[src/rtl/program_loader_pkg.sv]
// Shared constants and types for the byte-stream program loader and its command decoder.
package program_loader_pkg;

  localparam logic [7:0] TAG_CMD  = 8'hC0;
  localparam logic [7:0] TAG_DATA = 8'hD0;
  localparam logic [7:0] TAG_END  = 8'hE0;

  localparam logic [15:0] CMD_BITS  = 16'd24;
  localparam logic [15:0] DATA_BITS = 16'd16;
  localparam logic [16:0] MEM_BITS  = 17'd1025;

  localparam logic [7:0] OP_00 = 8'h00;
  localparam logic [7:0] OP_11 = 8'h11;
  localparam logic [7:0] OP_15 = 8'h15;
  localparam logic [7:0] OP_21 = 8'h21;
  localparam logic [7:0] OP_25 = 8'h25;
  localparam logic [7:0] OP_31 = 8'h31;
  localparam logic [7:0] OP_F0 = 8'hF0;
  localparam logic [7:0] OP_FE = 8'hFE;
  localparam logic [7:0] OP_FF = 8'hFF;

  typedef enum logic [3:0] {
    ST_IDLE,
    ST_CMD0,
    ST_CMD1,
    ST_CMD2,
    ST_DADR0,
    ST_DADR1,
    ST_DDAT0,
    ST_DDAT1,
    ST_WRITE,
    ST_DONE,
    ST_ERROR
  } state_t;

  // Evaluated in 17 bits so an address near 16'hFFFF cannot wrap into range.
  function automatic logic fits_in_mem(input logic [15:0] addr, input logic [15:0] width);
    logic [16:0] last_bit;
    last_bit = {1'b0, addr} + {1'b0, width} - 17'd1;
    return last_bit <= (MEM_BITS - 17'd1);
  endfunction

endpackage

[src/rtl/program_loader_assembler.sv]
// Byte shift register; exposes the fields including the byte being accepted this cycle.
module loader_assembler (
  input  logic        clk,
  input  logic        rst_n,
  input  logic        shift_en,
  input  logic [7:0]  in_byte,
  output logic [23:0] cmd_word,
  output logic [15:0] data_addr,
  output logic [15:0] data_word
);

  logic [3:0][7:0] shift_q;
  logic [3:0][7:0] shift_d;

  genvar gi;
  generate
    for (gi = 0; gi < 4; gi++) begin : g_lane
      if (gi == 0) begin : g_head
        assign shift_d[gi] = shift_en ? in_byte : shift_q[gi];
      end else begin : g_body
        assign shift_d[gi] = shift_en ? shift_q[gi-1] : shift_q[gi];
      end
    end
  endgenerate

  always_ff @(posedge clk or negedge rst_n) begin
    if (!rst_n) begin
      shift_q <= '0;
    end else begin
      shift_q <= shift_d;
    end
  end

  assign cmd_word  = {shift_d[2], shift_d[1], shift_d[0]};
  assign data_addr = {shift_d[3], shift_d[2]};
  assign data_word = {shift_d[1], shift_d[0]};

endmodule

[src/rtl/program_loader.sv]
// Program loader: parses tagged byte records and writes commands/data into instruction memory.
module program_loader
  import program_loader_pkg::*;
(
  input  logic        clock,
  input  logic        resetN,
  input  logic [7:0]  inByte,
  input  logic        inValid,
  output logic        inReady,
  output logic        memWrite,
  output logic [15:0] memAddress,
  output logic [23:0] memData,
  output logic        memWide,
  output logic        run,
  output logic        error,
  output logic [15:0] cmdCount
);

  state_t      state_q, state_d;
  logic        in_ready_q, in_ready_d;
  logic        mem_write_q, mem_write_d;
  logic [15:0] mem_address_q, mem_address_d;
  logic [23:0] mem_data_q, mem_data_d;
  logic        mem_wide_q, mem_wide_d;
  logic        run_q, run_d;
  logic        error_q, error_d;
  logic [15:0] cmd_count_q, cmd_count_d;

  logic        accept;
  logic [23:0] cmd_word;
  logic [15:0] data_addr;
  logic [15:0] data_word;
  logic [15:0] cmd_addr;

  assign accept   = inValid && in_ready_q;
  assign cmd_addr = cmd_count_q * CMD_BITS;

  loader_assembler u_assembler (
    .clk       (clock),
    .rst_n     (resetN),
    .shift_en  (accept && (state_q != ST_IDLE)),
    .in_byte   (inByte),
    .cmd_word  (cmd_word),
    .data_addr (data_addr),
    .data_word (data_word)
  );

  always_comb begin
    state_d       = state_q;
    in_ready_d    = in_ready_q;
    mem_write_d   = 1'b0;
    mem_address_d = mem_address_q;
    mem_data_d    = mem_data_q;
    mem_wide_d    = mem_wide_q;
    run_d         = run_q;
    error_d       = error_q;
    cmd_count_d   = cmd_count_q;
    case (state_q)
      ST_IDLE: if (accept) begin
        if (inByte == TAG_CMD) begin
          state_d = ST_CMD0;
        end else if (inByte == TAG_DATA) begin
          state_d = ST_DADR0;
        end else if (inByte == TAG_END) begin
          state_d    = ST_DONE;
          run_d      = 1'b1;
          in_ready_d = 1'b0;
        end else begin
          state_d    = ST_ERROR;
          error_d    = 1'b1;
          in_ready_d = 1'b0;
        end
      end
      ST_CMD0:  if (accept) state_d = ST_CMD1;
      ST_CMD1:  if (accept) state_d = ST_CMD2;
      ST_DADR0: if (accept) state_d = ST_DADR1;
      ST_DADR1: if (accept) state_d = ST_DDAT0;
      ST_DDAT0: if (accept) state_d = ST_DDAT1;
      // Range check happens on the last byte so a faulting record never strobes.
      ST_CMD2: if (accept) begin
        in_ready_d = 1'b0;
        if (fits_in_mem(cmd_addr, CMD_BITS)) begin
          state_d       = ST_WRITE;
          mem_write_d   = 1'b1;
          mem_address_d = cmd_addr;
          mem_data_d    = cmd_word;
          mem_wide_d    = 1'b1;
          cmd_count_d   = cmd_count_q + 16'd1;
        end else begin
          state_d = ST_ERROR;
          error_d = 1'b1;
        end
      end
      ST_DDAT1: if (accept) begin
        in_ready_d = 1'b0;
        if (fits_in_mem(data_addr, DATA_BITS)) begin
          state_d       = ST_WRITE;
          mem_write_d   = 1'b1;
          mem_address_d = data_addr;
          mem_data_d    = {data_word, 8'h00};
          mem_wide_d    = 1'b0;
        end else begin
          state_d = ST_ERROR;
          error_d = 1'b1;
        end
      end
      ST_WRITE: begin
        state_d    = ST_IDLE;
        in_ready_d = 1'b1;
      end
      ST_DONE, ST_ERROR: ;
      default: begin
        state_d    = ST_ERROR;
        error_d    = 1'b1;
        run_d      = 1'b0;
        in_ready_d = 1'b0;
      end
    endcase
  end

  always_ff @(posedge clock or negedge resetN) begin
    if (!resetN) begin
      state_q       <= ST_IDLE;
      in_ready_q    <= 1'b1;
      mem_write_q   <= 1'b0;
      mem_address_q <= '0;
      mem_data_q    <= '0;
      mem_wide_q    <= 1'b0;
      run_q         <= 1'b0;
      error_q       <= 1'b0;
      cmd_count_q   <= '0;
    end else begin
      state_q       <= state_d;
      in_ready_q    <= in_ready_d;
      mem_write_q   <= mem_write_d;
      mem_address_q <= mem_address_d;
      mem_data_q    <= mem_data_d;
      mem_wide_q    <= mem_wide_d;
      run_q         <= run_d;
      error_q       <= error_d;
      cmd_count_q   <= cmd_count_d;
    end
  end

  assign inReady    = in_ready_q;
  assign memWrite   = mem_write_q;
  assign memAddress = mem_address_q;
  assign memData    = mem_data_q;
  assign memWide    = mem_wide_q;
  assign run        = run_q;
  assign error      = error_q;
  assign cmdCount   = cmd_count_q;

endmodule

[config.mk]
export PLATFORM = sky130hd
export DESIGN_NAME = program_loader
export DESIGN_NICKNAME = d
export VERILOG_FILES = /design/src/rtl/program_loader_pkg.sv /design/src/rtl/program_loader_assembler.sv /design/src/rtl/program_loader.sv
export SDC_FILE = /design/constraint.sdc
export NUM_CORES = 1
export LEC_CHECK = 0
export CAP_MARGIN = 25
export CORE_UTILIZATION = 60
export DETAILED_ROUTE_END_ITERATION = 16
export PLACE_DENSITY = 0.95
export SLEW_MARGIN = 40
export SYNTH_ARGS = -nofsm -noshare
export SYNTH_HDL_FRONTEND = slang
export SYNTH_HIERARCHICAL = 1
export SYNTH_SLANG_ARGS = --single-unit
[constraint.sdc]
create_clock -name clock -period 6.2 [get_ports clock]
set_input_delay 1.24 -clock clock [delete_from_list [all_inputs] [get_ports clock]]
set_output_delay 1.24 -clock clock [all_outputs]
set_load 0.005 [all_outputs]
After elaboration in Yosys (flattened, before gate mapping)
Index checks and enable logic that the tools add are counted.
{"block": "classes", "n_mux": 57, "n_shift": 0, "n_addsub": 5, "n_eq_ne": 30, "magnitude_cmp": 2, "bitwise_logic": 4, "div": 0, "reduce_logical": 16, "multipliers": 1}
{"operator": "two-way mux 24 bit", "n": 4}
{"operator": "two-way mux 16 bit", "n": 4}
{"operator": "one-hot mux 24 bit (2 select lines)", "n": 1}
{"operator": "two-way mux 4 bit", "n": 10}
{"operator": "one-hot mux 4 bit (10 select lines)", "n": 1}
{"operator": "adder 16 x 5 -> 17 bit, second input constant", "n": 2}
{"operator": "less-or-equal comparator 17 x 11 -> 1 bit, second input constant", "n": 2}
{"operator": "subtractor 17 x 1 -> 17 bit, second input constant", "n": 2}
{"operator": "two-way mux 8 bit", "n": 4}
{"operator": "!= test 2 bit, second input constant", "n": 16}
{"operator": "one-hot mux 16 bit (2 select lines)", "n": 1}
{"operator": "== test 8 bit, second input constant", "n": 3}
{"operator": "two-way mux 1 bit", "n": 24}
{"operator": "AND reduction 9 bit", "n": 2}
{"operator": "adder 16 x 1 -> 16 bit, second input constant", "n": 1}
{"operator": "== test 4 x 3 -> 1 bit, second input constant", "n": 4}
{"operator": "multiplier 16 x 2 -> 13 bit, second input constant", "n": 1}
{"operator": "AND reduction 5 bit", "n": 3}
{"operator": "== test 4 bit, second input constant", "n": 3}
{"operator": "OR reduction 10 bit", "n": 1}
{"operator": "== test 4 x 2 -> 1 bit, second input constant", "n": 2}
{"operator": "one-hot mux 1 bit (4 select lines)", "n": 2}
{"operator": "OR reduction 8 bit", "n": 1}
{"operator": "OR reduction 7 bit", "n": 1}
{"operator": "other kinds (11)", "n": 20}
{"block": "word_totals", "inputBits": 11, "ff_bits": 97, "ram_bits": 0, "output_inout_bits": 61, "n_memories": 0, "latchBits": 0, "mem_bits_ro": 0}

Logic depth before layout (Yosys ltp)
Gate-level depths: netlist of run 1.
{"block": "depth", "word_depth": 9, "depth_mapped": 16, "mapped_depth_nobuf": 10}

Cells and area by module
The synthesis of run 1 kept the hierarchy.
{"module": "program_loader", "cells_each": 469, "seq_area_each_um2": 1627.8, "n_inst": 1, "area_each_um2": 4177.8}
{"module": "loader_assembler", "cells_each": 92, "seq_area_each_um2": 800.8, "n_inst": 1, "area_each_um2": 1525.2}

Worst setup path before layout of run 1
OpenSTA, ideal clock, no wires.
{"block": "synth_timing", "kind": "input port to flip-flop", "start": "input port inValid", "end": "register mem_address_q[3], in the netlist memAddress[3]", "slack_ps": 2186, "cell_stages": 13, "t_arrival_ps": 3888, "setup_ps": 125, "path_cell_list": "nand2_1 -> nor2_1 -> buf_6 -> buf_12 -> mux2_4 -> or4_1 -> or4_1 -> buf_2 -> inv_1 -> nand3_1 -> o31a_4 -> buf_6 -> mux2_4"}
{"block": "synth_between", "elab_chain_cells": 8, "elab_cells_between_ends": 14}
{"element": "start: declaration", "line_no": "program_loader.sv:8", "source": "input logic inValid,"}
{"element": "logical AND 1 bit", "line_no": "program_loader.sv:35", "source": "assign accept = inValid && in_ready_q;"}
{"element": "logical AND 1 bit", "line_no": "program_loader.sv:41", "source": ".shift_en (accept && (state_q != ST_IDLE)),"}
{"element": "two-way mux 8 bit", "line_no": "program_loader_assembler.sv:21", "source": "assign shift_d[gi] = shift_en ? shift_q[gi-1] : shift_q[gi];"}
{"element": "net data_addr[10]", "line_no": "program_loader.sv:31", "source": "logic [15:0] data_addr;"}
{"element": "adder 16 x 5 -> 17 bit", "line_no": "program_loader_pkg.sv:39", "source": "last_bit = {1'b0, addr} + {1'b0, width} - 17'd1;"}
{"element": "subtractor 17 x 1 -> 17 bit", "line_no": "program_loader_pkg.sv:39"}
{"element": "less-or-equal comparator 17 x 11 -> 1 bit", "line_no": "program_loader_pkg.sv:40", "source": "return last_bit <= (MEM_BITS - 17'd1);"}
{"element": "!= test 2 bit (no source line)"}
{"element": "AND reduction 5 bit (no source line)"}
{"element": "end signal: assignment", "line_no": "program_loader.sv:136", "source": "mem_address_q <= mem_address_d;"}
{"element": "end: declaration", "line_no": "program_loader.sv:22", "source": "logic [15:0] mem_address_q, mem_address_d;"}
The timed path passes the listed nets, and every way through them passes these cells. The select of a mux whose other input is x is not followed.
A chain may end at the register's enable or synchronous reset.

Worst setup path in the final report of run 1
{"block": "layout_timing", "start": "input port inValid", "end": "register mem_data_q[21], in the netlist memData[21]"}
{"block": "layout_between", "elab_chain_cells": 8, "elab_cells_between_ends": 17}
{"element": "logical AND 1 bit", "line_no": "program_loader.sv:35"}
{"element": "logical AND 1 bit", "line_no": "program_loader.sv:41"}
{"element": "two-way mux 8 bit", "line_no": "program_loader_assembler.sv:21"}
{"element": "net cmd_word[18]", "line_no": "program_loader.sv:30", "source": "logic [23:0] cmd_word;"}
{"element": "adder 16 x 5 -> 17 bit", "line_no": "program_loader_pkg.sv:39"}
{"element": "subtractor 17 x 1 -> 17 bit", "line_no": "program_loader_pkg.sv:39"}
{"element": "less-or-equal comparator 17 x 11 -> 1 bit", "line_no": "program_loader_pkg.sv:40"}
{"element": "!= test 2 bit (no source line)"}
{"element": "AND reduction 5 bit (no source line)"}
{"element": "end signal: assignment", "line_no": "program_loader.sv:137", "source": "mem_data_q <= mem_data_d;"}
{"element": "end: declaration", "line_no": "program_loader.sv:23", "source": "logic [23:0] mem_data_q, mem_data_d;"}
The timed path passes the listed nets, and every way through them passes these cells. The select of a mux whose other input is x is not followed.

==> results of run 1 <==
## synth_stat cells, types with 2 or more instances
master	count	area share, %
dfrtp_1	96	42
a21o_1	3	0.39
a22oi_1	3	0.39
nor4b_1	3	0.46
buf_4	26	3.4
o2111ai_1	2	0.31
and3_1	4	0.44
mux2_2	3	0.59
clkbuf_1	14	0.92
nand3_1	22	1.9
xnor2_1	3	0.46
nor4_1	6	0.66
nand2b_1	6	0.66
buf_12	3	1.1
inv_1	15	0.99
buf_6	4	0.79
nor3_1	15	1.3
o21ai_1	3	0.26
a31oi_1	2	0.22
o21ai_0	32	2.8
nor3b_1	3	0.39
nor2b_1	14	1.5
xor2_1	15	2.3
nor2_1	25	1.6
o211ai_1	5	0.66
nand4_1	2	0.22
and2_1	10	1.1
ha_1	12	2.6
a22o_1	4	0.61
mux2_4	53	14
o31ai_1	2	0.26
a21oi_1	14	1.2
or4_1	10	1.3
nand3b_1	3	0.39
nand2_1	90	5.9
buf_2	10	0.88
## report_power, final
part           switching (mW)  internal (mW)  leakage (nW)
combinational          0.0152        0.00613          1.64
clock                   0.245          0.167        0.0977
sequential                  0          0.632          1.27
## through the flow
stage	hold slack [ns]	utilization, %	instance area [um^2]	setup slack [ns]	cells
after global placement	0.461	67.1	6200	1.31	706
after floorplan	0.464	-	5700	2.19	561
after global routing	0.500	69.3	6400	1.41	722
after CTS	0.489	69.2	6400	1.57	722
final	0.482	69.3	6400	1.54	722
after detailed placement	0.468	67.1	6200	1.19	706
## kinds of logic (layout without fill, tap and decap cells)
family | after synthesis | after routing | synth area share [%]
and+or+nand+nor | 223 | 223 | 19.9
DFF | 97 | 97 | 42.6
AOI/OAI and AO/OA | 79 | 79 | 8.86
buffers and inverters | 74 | 106 | 8.21
muxes | 57 | 57 | 14.7
xor gates and xnor gates | 18 | 18 | 2.76
adders and majority gates | 13 | 13 | 2.98
## state kept, by name (all words and copies together) (netlist names), 4 cells and up
signal and cells:
state_q 4, u_assembler/shift_q 32, cmdCount 16, memData 24, memAddress 16
## final timing paths
kind	depth (start not counted)	from	endpoint
min in group asynchronous	1	resetN	memData[12]
worst min-delay path	1	cmdCount[15]	cmdCount[15]
worst min register to register	1	cmdCount[15]	cmdCount[15]
worst max register to register	9	state_q[3]	memData[21]
max in group asynchronous	2	resetN	memWrite
worst max-delay path	12	inValid	memData[21]
## worst max-delay path: stages
cell	delay, ns
clkdlybuf4s50_1	0.49
nand2_1	0.16
nor2_4	0.50
buf_4	0.44
mux2_4	0.36
nor3_1	0.18
nor3_1	0.07
or4_1	0.56
inv_1	0.13
nand3_1	0.10
o31a_4	0.31
mux2_4	0.37
## per-layer routing
layer  track usage (%)  share of wire [%]  wire length (um)
met1              38.8                 43              5800
met2              47.0                 49              6630
met3              5.13                6.0               819
met4              11.2                2.4               326
met5                 0                  0                 0
## final cells by class
class,count,area share (%)
Inverter,15,0.880
Clock inverter,6,0.880
Clock buffer,10,2.15
Tap cell,129,2.52
Sequential cell,97,37.9
Timing Repair Buffer,75,11.5
Multi-Input combinational cell,390,44.1
==> impl_metrics.py, run 1 <==
metrics = {
    "cts": {
        "cts_max_path_buffers": 2,
        "worst_skew_pair.late_latency_ns": 0.38,
        "cts_buffers": 9,
        "cts_tree": "built",
        "clk_pin_slew_ns": 0.10,
        "cts_sinks": 97,
        "post_cts_buffers": 0,
        "htreeDepth": 3,
        "cts_hold_repair.buffers": 0,
        "cts-root-buf": "clkbuf_8",
        "ctsResizeCount": 0,
    },
    "finish": {
        "layout_common_cells": "96 x dfrtp_1, 90 x nand2_1, 70 x clkdlybuf4s50_1",
        "syn_to_final_growth_pct": 12.2,
        "num_antenna_cells": 0,
        "drive_above_1_share_pct": 15.0,
        "fin_nets": 612,
        "multi_input_area_um2": 2820,
        "register_area_um2": 2430,
        "n_fill_cell": 649,
        "final_common_cell": "dfrtp_1",
    },
    "yosys": {
        "synth-edff-count": 0,
        "ys_types": 60,
        "synthFlopType": "dfrtp_1",
        "synth_seq_area_share_pct": 42.6,
        "synth_area_um2": 5700,
        "synth_nets": 585,
        "async_flop_share_pct": 100,
        "synth-seq-cells": 97,
        "syn_avg_cell_area_um2": 10.2,
        "syn_inst": 561,
        "ys_warn_count": 6,
    },
    "grt": {
        "grt_max_degree": 60,
        "antenna_found_initial": 0,
        "grt_pass1_wl_um": 22200,
        "grt_pass1_vias": 4357,
        "grt.total_usage_pct": 28.9,
        "grt_remaining_overflow": 0,
    },
    "drt": {
        "vias_per_cell": 6.05,
        "wl_per_cell_um": 18.8,
        "wl_um": 13600,
        "antenna_left": 0,
        "drt_pre_antenna_iters": 8,
        "drtIter0Drc": 271,
        "drc_errors": 0,
        "num_vias": 4365,
    },
    "critical_path": {
        "crit_arrival_ns": 4.93,
        "worst-r2r-setup-slack_ns": 2.18,
        "cp_max_fo": 30,
        "critical_path_required_ns": 6.47,
        "cp-end-kind": "register",
        "crit_path_start_kind": "input port",
        "critical_path_class": "input port to register",
    },
    "timing": {
        "drv_slew": 0,
        "skew_ns": 0.0160,
        "min_period_ns": 4.66,
        "tns_ns": 0,
        "timing.final.crit_share_pct": 75.2,
        "rsz0062_at_grt": "false",
        "fmax_ghz": 0.214,
        "relSlewSlack_pct": 46.3,
        "setup_viol": 0,
        "tightest_slew_ns": 0.801,
        "hold_violations": 0,
    },
    "place": {
        "gp_routability_congestion": 0.948,
        "io_buffers": 71,
        "place_hpwl_um": 9240,
    },
    "floorplan": {
        "start_util_pct": 61.7,
        "num_rows": 35,
        "die_area_um2": 9900,
        "ios": 72,
        "die_w_um": 99.5,
        "die_h_um": 99.5,
        "coreArea_um2": 9240,
    },
    "flow_run": {
        "max_cap_violations": 0,
    },
    "hold_path": {
        "hold_class": "register to register",
    },
    "pwr": {
        "vdd_drop_max_uv": 118,
        "leakage_nw": 3.00,
        "cellPowerDensity_nw_per_um2": 166,
        "power_mw": 1.07,
    },
    "outcome": {
        "status": "completed",
    },
}
No activity file was read; power rests on OpenSTA's default activity.
==> run 2: changes to the inputs <==
CORE_UTILIZATION = 51   (was 60)
PLACE_DENSITY = 0.88   (was 0.95)
clock period = 3.7 ns   (was 6.2 ns; I/O delays follow)
==> run 2 against run 1 <==
  * First-iteration DRC count is 25% higher
  * Critical path depth is 2 lower
  * Register-to-register slack worse by 2.0 ns
  * Worst hold slack worse by 0.11 ns
  * Combinational power is 76% higher
  * Die area is 17% higher
  * Cell area is 2.4% higher
  * Sequential share of layout area is 0.88 points lower
  * Utilization is 9.1 points lower
  * Wire length is 3.7% lower
  * Final cell count is 4.2% higher
==> impl_metrics.py, run 2 (same netlist as run 1, synthesis figures left out) <==
metrics = {
    "floorplan": {
        "coreArea_um2": 10900,
        "die_area_um2": 11600,
        "start_util_pct": 52.4,
        "die_w_um": 108,
        "num_rows": 38,
        "die_h_um": 108,
        "ios": 72,
    },
    "pwr": {
        "p_int_mw": 1.34,
        "p_seq_share_pct": 59.5,
        "power_frac_comb_pct": 2.1,
        "p_sw_uw": 438,
        "cellPowerDensity_nw_per_um2": 272,
        "clockPowerShare_pct": 38.4,
        "leakage_nw": 3.10,
        "vdd_drop_max_uv": 163,
        "p_sw_share_pct": 24.6,
    },
    "drt": {
        "top_layer": "met4",
        "drt_pre_antenna_iters": 5,
        "wl_met1_um": 5890,
        "wl_per_cell_um": 17.4,
        "wl_met2_um": 6140,
        "wl_um": 13100,
        "drtIter0Drc": 339,
        "num_vias": 4360,
        "antenna_left": 0,
        "vias_per_cell": 5.80,
        "drc_errors": 0,
        "dr_wl_met3_um": 755,
    },
    "finish": {
        "num_antenna_cells": 0,
        "top_register": "u_assembler/shift_q",
        "largest_reg_flops": 32,
        "fin_util_pct": 60.2,
        "drive_above_1_share_pct": 17.5,
        "n_fill_cell": 875,
        "syn_to_final_growth_pct": 14.9,
        "final_common_cell": "dfrtp_1",
        "layout_common_cells": "96 x dfrtp_1, 90 x nand2_1, 70 x clkdlybuf4s50_1",
        "final_cells": 752,
        "fin_nets": 631,
    },
    "cts": {
        "cts_max_path_buffers": 2,
        "clk_pin_slew_ns": 0.11,
        "htreeDepth": 3,
        "worst_skew_pair.late_latency_ns": 0.38,
        "cts_tree": "built",
        "cts_sinks": 97,
        "cts_buffers": 9,
        "cts-root-buf": "clkbuf_8",
        "post_cts_buffers": 0,
    },
    "timing": {
        "relSlewSlack_pct": 49.8,
        "tightest_slew_ns": 0.750,
        "timing.final.crit_share_pct": 96.2,
        "tns_ns": 0,
        "min_period_ns": 3.56,
        "hold_ws_ns": 0.368,
        "setup_viol": 0,
        "drv_slew": 0,
        "fmax_ghz": 0.281,
        "rsz0062_at_grt": "false",
        "skew_ns": 0.0152,
        "worst_slack_ns": 0.142,
        "hold_violations": 0,
    },
    "critical_path": {
        "cp_max_fo": 30,
        "cp-end-kind": "register",
        "crit_arrival_ns": 3.82,
        "critical_path_class": "input port to register",
        "crit_path_start_kind": "input port",
        "critical_path_required_ns": 3.96,
    },
    "place": {
        "io_buffers": 71,
        "gp_routability_congestion": 0.886,
        "place_hpwl_um": 9330,
        "dp_worst_setup_slack_ns": -0.250,
        "dp.cells": 736,
    },
    "grt": {
        "grt_max_degree": 76,
        "grt.total_usage_pct": 23.6,
        "grt_pass1_vias": 4234,
        "grt_pass1_wl_um": 21200,
        "antenna_found_initial": 0,
        "grt_remaining_overflow": 0,
    },
    "outcome": {
        "status": "completed",
    },
    "flow_run": {
        "max_cap_violations": 0,
    },
    "hold_path": {
        "hold_class": "input port to asynchronous set/reset pin",
    },
}
-- run 2: per-stage QoR --
step / instance area, um^2 / total power, mW
2_1_floorplan: 5700 / 1.08
3_3_place_gp: 6350 / 1.12
3_5_place_dp: 6360 / 1.12
4_1_cts: 6550 / 1.79
5_1_grt: 6550 / 1.84
6_report: 6550 / 1.78
-- run 2: power by group through the flow --
stage	Clock (mW)	Combinational, mW	Sequential (mW)
after floorplan	0	0.000734	1.08
after global placement	0	0.0373	1.08
after detailed placement	0	0.0388	1.08
after CTS	0.690	0.0390	1.06
after global routing	0.740	0.0425	1.06
final	0.685	0.0376	1.06
-- run 2: critical path, stage by stage --
cell             delay, ns
clkdlybuf4s50_1       0.49
nand2_1               0.12
nor2_4                0.23
mux2_4                0.33
or4_1                 0.50
or4_1                 0.51
inv_1                 0.10
nand3_1               0.09
o31a_4                0.32
mux2_4                0.37
-- run 2: timing repair --
action,4_1_cts,5_1_grt
hold buffers,0,0
gates resized for setup,0,1
endpoints found under the setup margin,0,19
-- run 2: per-layer routing --
metal  global-route usage [%]  vias up
li1                         -     2010
met1                     32.8     2146
met2                     37.0      176
met3                     4.48       28
met4                     7.93        0
met5                        0        -
-- run 2: area by class of cell --
cell class / instances / area, um^2 / share of cell area [%]
well taps: 140 / 175 / 2.67
clock inverters: 6 / 50.0 / 0.764
inverters: 15 / 56.3 / 0.859
multi-input cells: 390 / 2820 / 43.0
clock buffers: 10 / 138 / 2.10
repair buffers: 94 / 888 / 13.6
flip-flops and latches: 97 / 2430 / 37.1
-- run 2: final timing paths --
path / startpoint / to / slack (ns) / depth (start not counted)
min in group clock: cmdCount[15] / cmdCount[15] / 0.49 / 1
worst max-delay path: inValid / memData[13] / 0.14 / 10
worst min register to register: cmdCount[15] / cmdCount[15] / 0.49 / 1
worst min-delay path: resetN / memData[17] / 0.37 / 1
max in group asynchronous: resetN / memData[20] / 2.69 / 2
worst max register to register: cmdCount[1] / memData[13] / 0.23 / 9
==> run 3: changes to the inputs <==
--- a/constraint.sdc
+++ b/constraint.sdc
@@ -3,2 +3,2 @@
 set_output_delay 0.74 -clock clock [all_outputs]
-set_load 0.005 [all_outputs]
+set_load 0.1 [all_outputs]
==> run 3 against run 2 <==
  * Clock skew decreased by 0.0028 ns
  * Cell area decreased by 3.5%
  * Worst hold slack got worse by 0.086 ns
  * Wire length increased by 0.60%
  * Clock-buffer cell count increased by 1
  * Sequential share of layout area increased by 1.4 points
  * Sequential cell count unchanged
  * Critical endpoint is now memAddress[3]
  * Largest power group unchanged
==> impl_metrics.py, run 3 (same netlist as run 1, synthesis figures left out) <==
metrics = {
    "timing": {
        "tightest_slew_ns": 0.693,
        "tns_ns": 0,
        "relSlewSlack_pct": 53.6,
        "timing.final.crit_share_pct": 96.7,
        "setup_viol": 0,
        "hold_ws_ns": 0.282,
        "worst_slack_ns": 0.122,
        "min_period_ns": 3.58,
        "fmax_ghz": 0.279,
        "rsz0062_at_grt": "false",
        "drv_slew": 0,
        "hold_violations": 0,
        "skew_ns": 0.0125,
    },
    "grt": {
        "grt_remaining_overflow": 0,
        "grt.total_usage_pct": 23.0,
        "grt_pass1_wl_um": 20700,
        "grt_pass1_vias": 4155,
        "antenna_found_initial": 0,
        "grt_max_degree": 49,
    },
    "hold_path": {
        "hold_class": "input port to asynchronous set/reset pin",
    },
    "drt": {
        "drtIter0Drc": 310,
        "antenna_left": 0,
        "wl_um": 13200,
        "vias_per_cell": 5.78,
        "wl_per_cell_um": 17.4,
        "num_vias": 4373,
        "drc_errors": 0,
        "drt_pre_antenna_iters": 7,
    },
    "critical_path": {
        "startpoint": "inValid",
        "cp-end-kind": "register",
        "reg2reg_from": "cmdCount[1]",
        "cp_max_fo": 8,
        "crit_path_start_kind": "input port",
        "critical_path_required_ns": 3.96,
        "r2r_cells": 11,
        "critical_path_class": "input port to register",
        "worst-r2r-setup-slack_ns": 0.14,
        "crit_arrival_ns": 3.84,
        "timing.rr.end": "cmdCount[1]",
    },
    "floorplan": {
        "ios": 72,
        "die_h_um": 108,
        "num_rows": 38,
        "die_w_um": 108,
        "start_util_pct": 52.4,
        "coreArea_um2": 10900,
        "die_area_um2": 11600,
    },
    "cts": {
        "cts_sinks": 97,
        "cts_hold_repair.buffers": 0,
        "htreeDepth": 3,
        "cts_tree": "built",
        "cts_buffers": 9,
        "ctsResizeCount": 0,
        "worst_skew_pair.late_latency_ns": 0.38,
        "post_cts_buffers": 0,
        "cts-root-buf": "clkbuf_8",
        "cts_max_path_buffers": 2,
        "clk_pin_slew_ns": 0.09,
    },
    "finish": {
        "largest_reg_flops": 32,
        "fin_nets": 635,
        "num_antenna_cells": 0,
        "top_register": "u_assembler/shift_q",
        "drive_above_1_share_pct": 28.1,
        "final_common_cell": "dfrtp_1",
        "layout_common_cells": "95 x dfrtp_1, 90 x nand2_1, 60 x buf_2",
        "syn_to_final_growth_pct": 10.8,
    },
    "pwr": {
        "cellPowerDensity_nw_per_um2": 288,
        "leakage_nw": 3.20,
        "power_mw": 1.82,
        "vdd_drop_max_uv": 179,
    },
    "place": {
        "dp_worst_setup_slack_ns": -0.241,
        "place_hpwl_um": 9160,
        "gp_routability_congestion": 0.909,
        "io_buffers": 71,
    },
    "outcome": {
        "status": "completed",
    },
    "flow_run": {
        "max_cap_violations": 0,
    },
}
[run 3: cell count changes in the layout (fill, tap and decap cells not counted), sizes merged]
cell / previous run / this run
buf: 24 / 86
clkdlybuf4s50: 70 / 9
o31a: 1 / 4
clkinv: 2 / 0
bufinv: 0 / 1
clkbuf: 10 / 11
clkinvlp: 1 / 2
inv: 18 / 17
[run 3: final cells by class]
cell class / instances / area, um^2
Fill cell: 892 / 4570
Multi-Input combinational cell: 393 / 2870
Sequential cell: 97 / 2430
Timing Repair Buffer: 95 / 586
Tap cell: 140 / 175
Clock buffer: 11 / 141
Clock inverter: 5 / 62.6
Inverter: 15 / 56.3
[run 3: worst max path at each step]
stage | end | slack, ns | cells after the start
6_report | memAddress[3] | 0.12 | 10
3_5_place_dp | memData[20] | -0.24 | 10
3_3_place_gp | memData[19] | -0.18 | 10
2_1_floorplan | memAddress[3] | 0.05 | 14
4_1_cts | memAddress[5] | 0.13 | 10
5_1_grt | memAddress[5] | 0.01 | 10
[run 3: metal layers]
metal | share of wire [%] | track usage (%)
met4 | 2.1 | 7.63
met1 | 46 | 31.9
met5 | 0 | 0
met2 | 47 | 36.6
met3 | 5.5 | 3.81
[run 3: critical path, cell delays in order]
cell and delay, ns:
clkdlybuf4s50_1 0.48, nand2_1 0.13, nor2_4 0.21, mux2_4 0.34
or4_1 0.51, or4_1 0.53, inv_1 0.12, nand3_2 0.19
o31a_4 0.26, mux2_4 0.32
[run 3: stage by stage]
| stage | cells | instance area [um^2] | util (%) |
|---|---|---|---|
| 2_1_floorplan | 561 | 5710 | - |
| 3_5_place_dp | 737 | 6070 | 55.7 |
| 6_report | 756 | 6320 | 58.0 |
| 5_1_grt | 756 | 6320 | 58.0 |
| 4_1_cts | 753 | 6270 | 57.6 |
| 3_3_place_gp | 737 | 6360 | 58.5 |
[run 3: power breakdown]
group / internal [mW] / switching (mW) / leakage (nW)
Combinational: 0.0116 / 0.0256 / 1.83
Clock: 0.336 / 0.386 / 0.0966
Sequential: 1.06 / 0 / 1.27
Total: 1.41 / 0.411 / 3.20
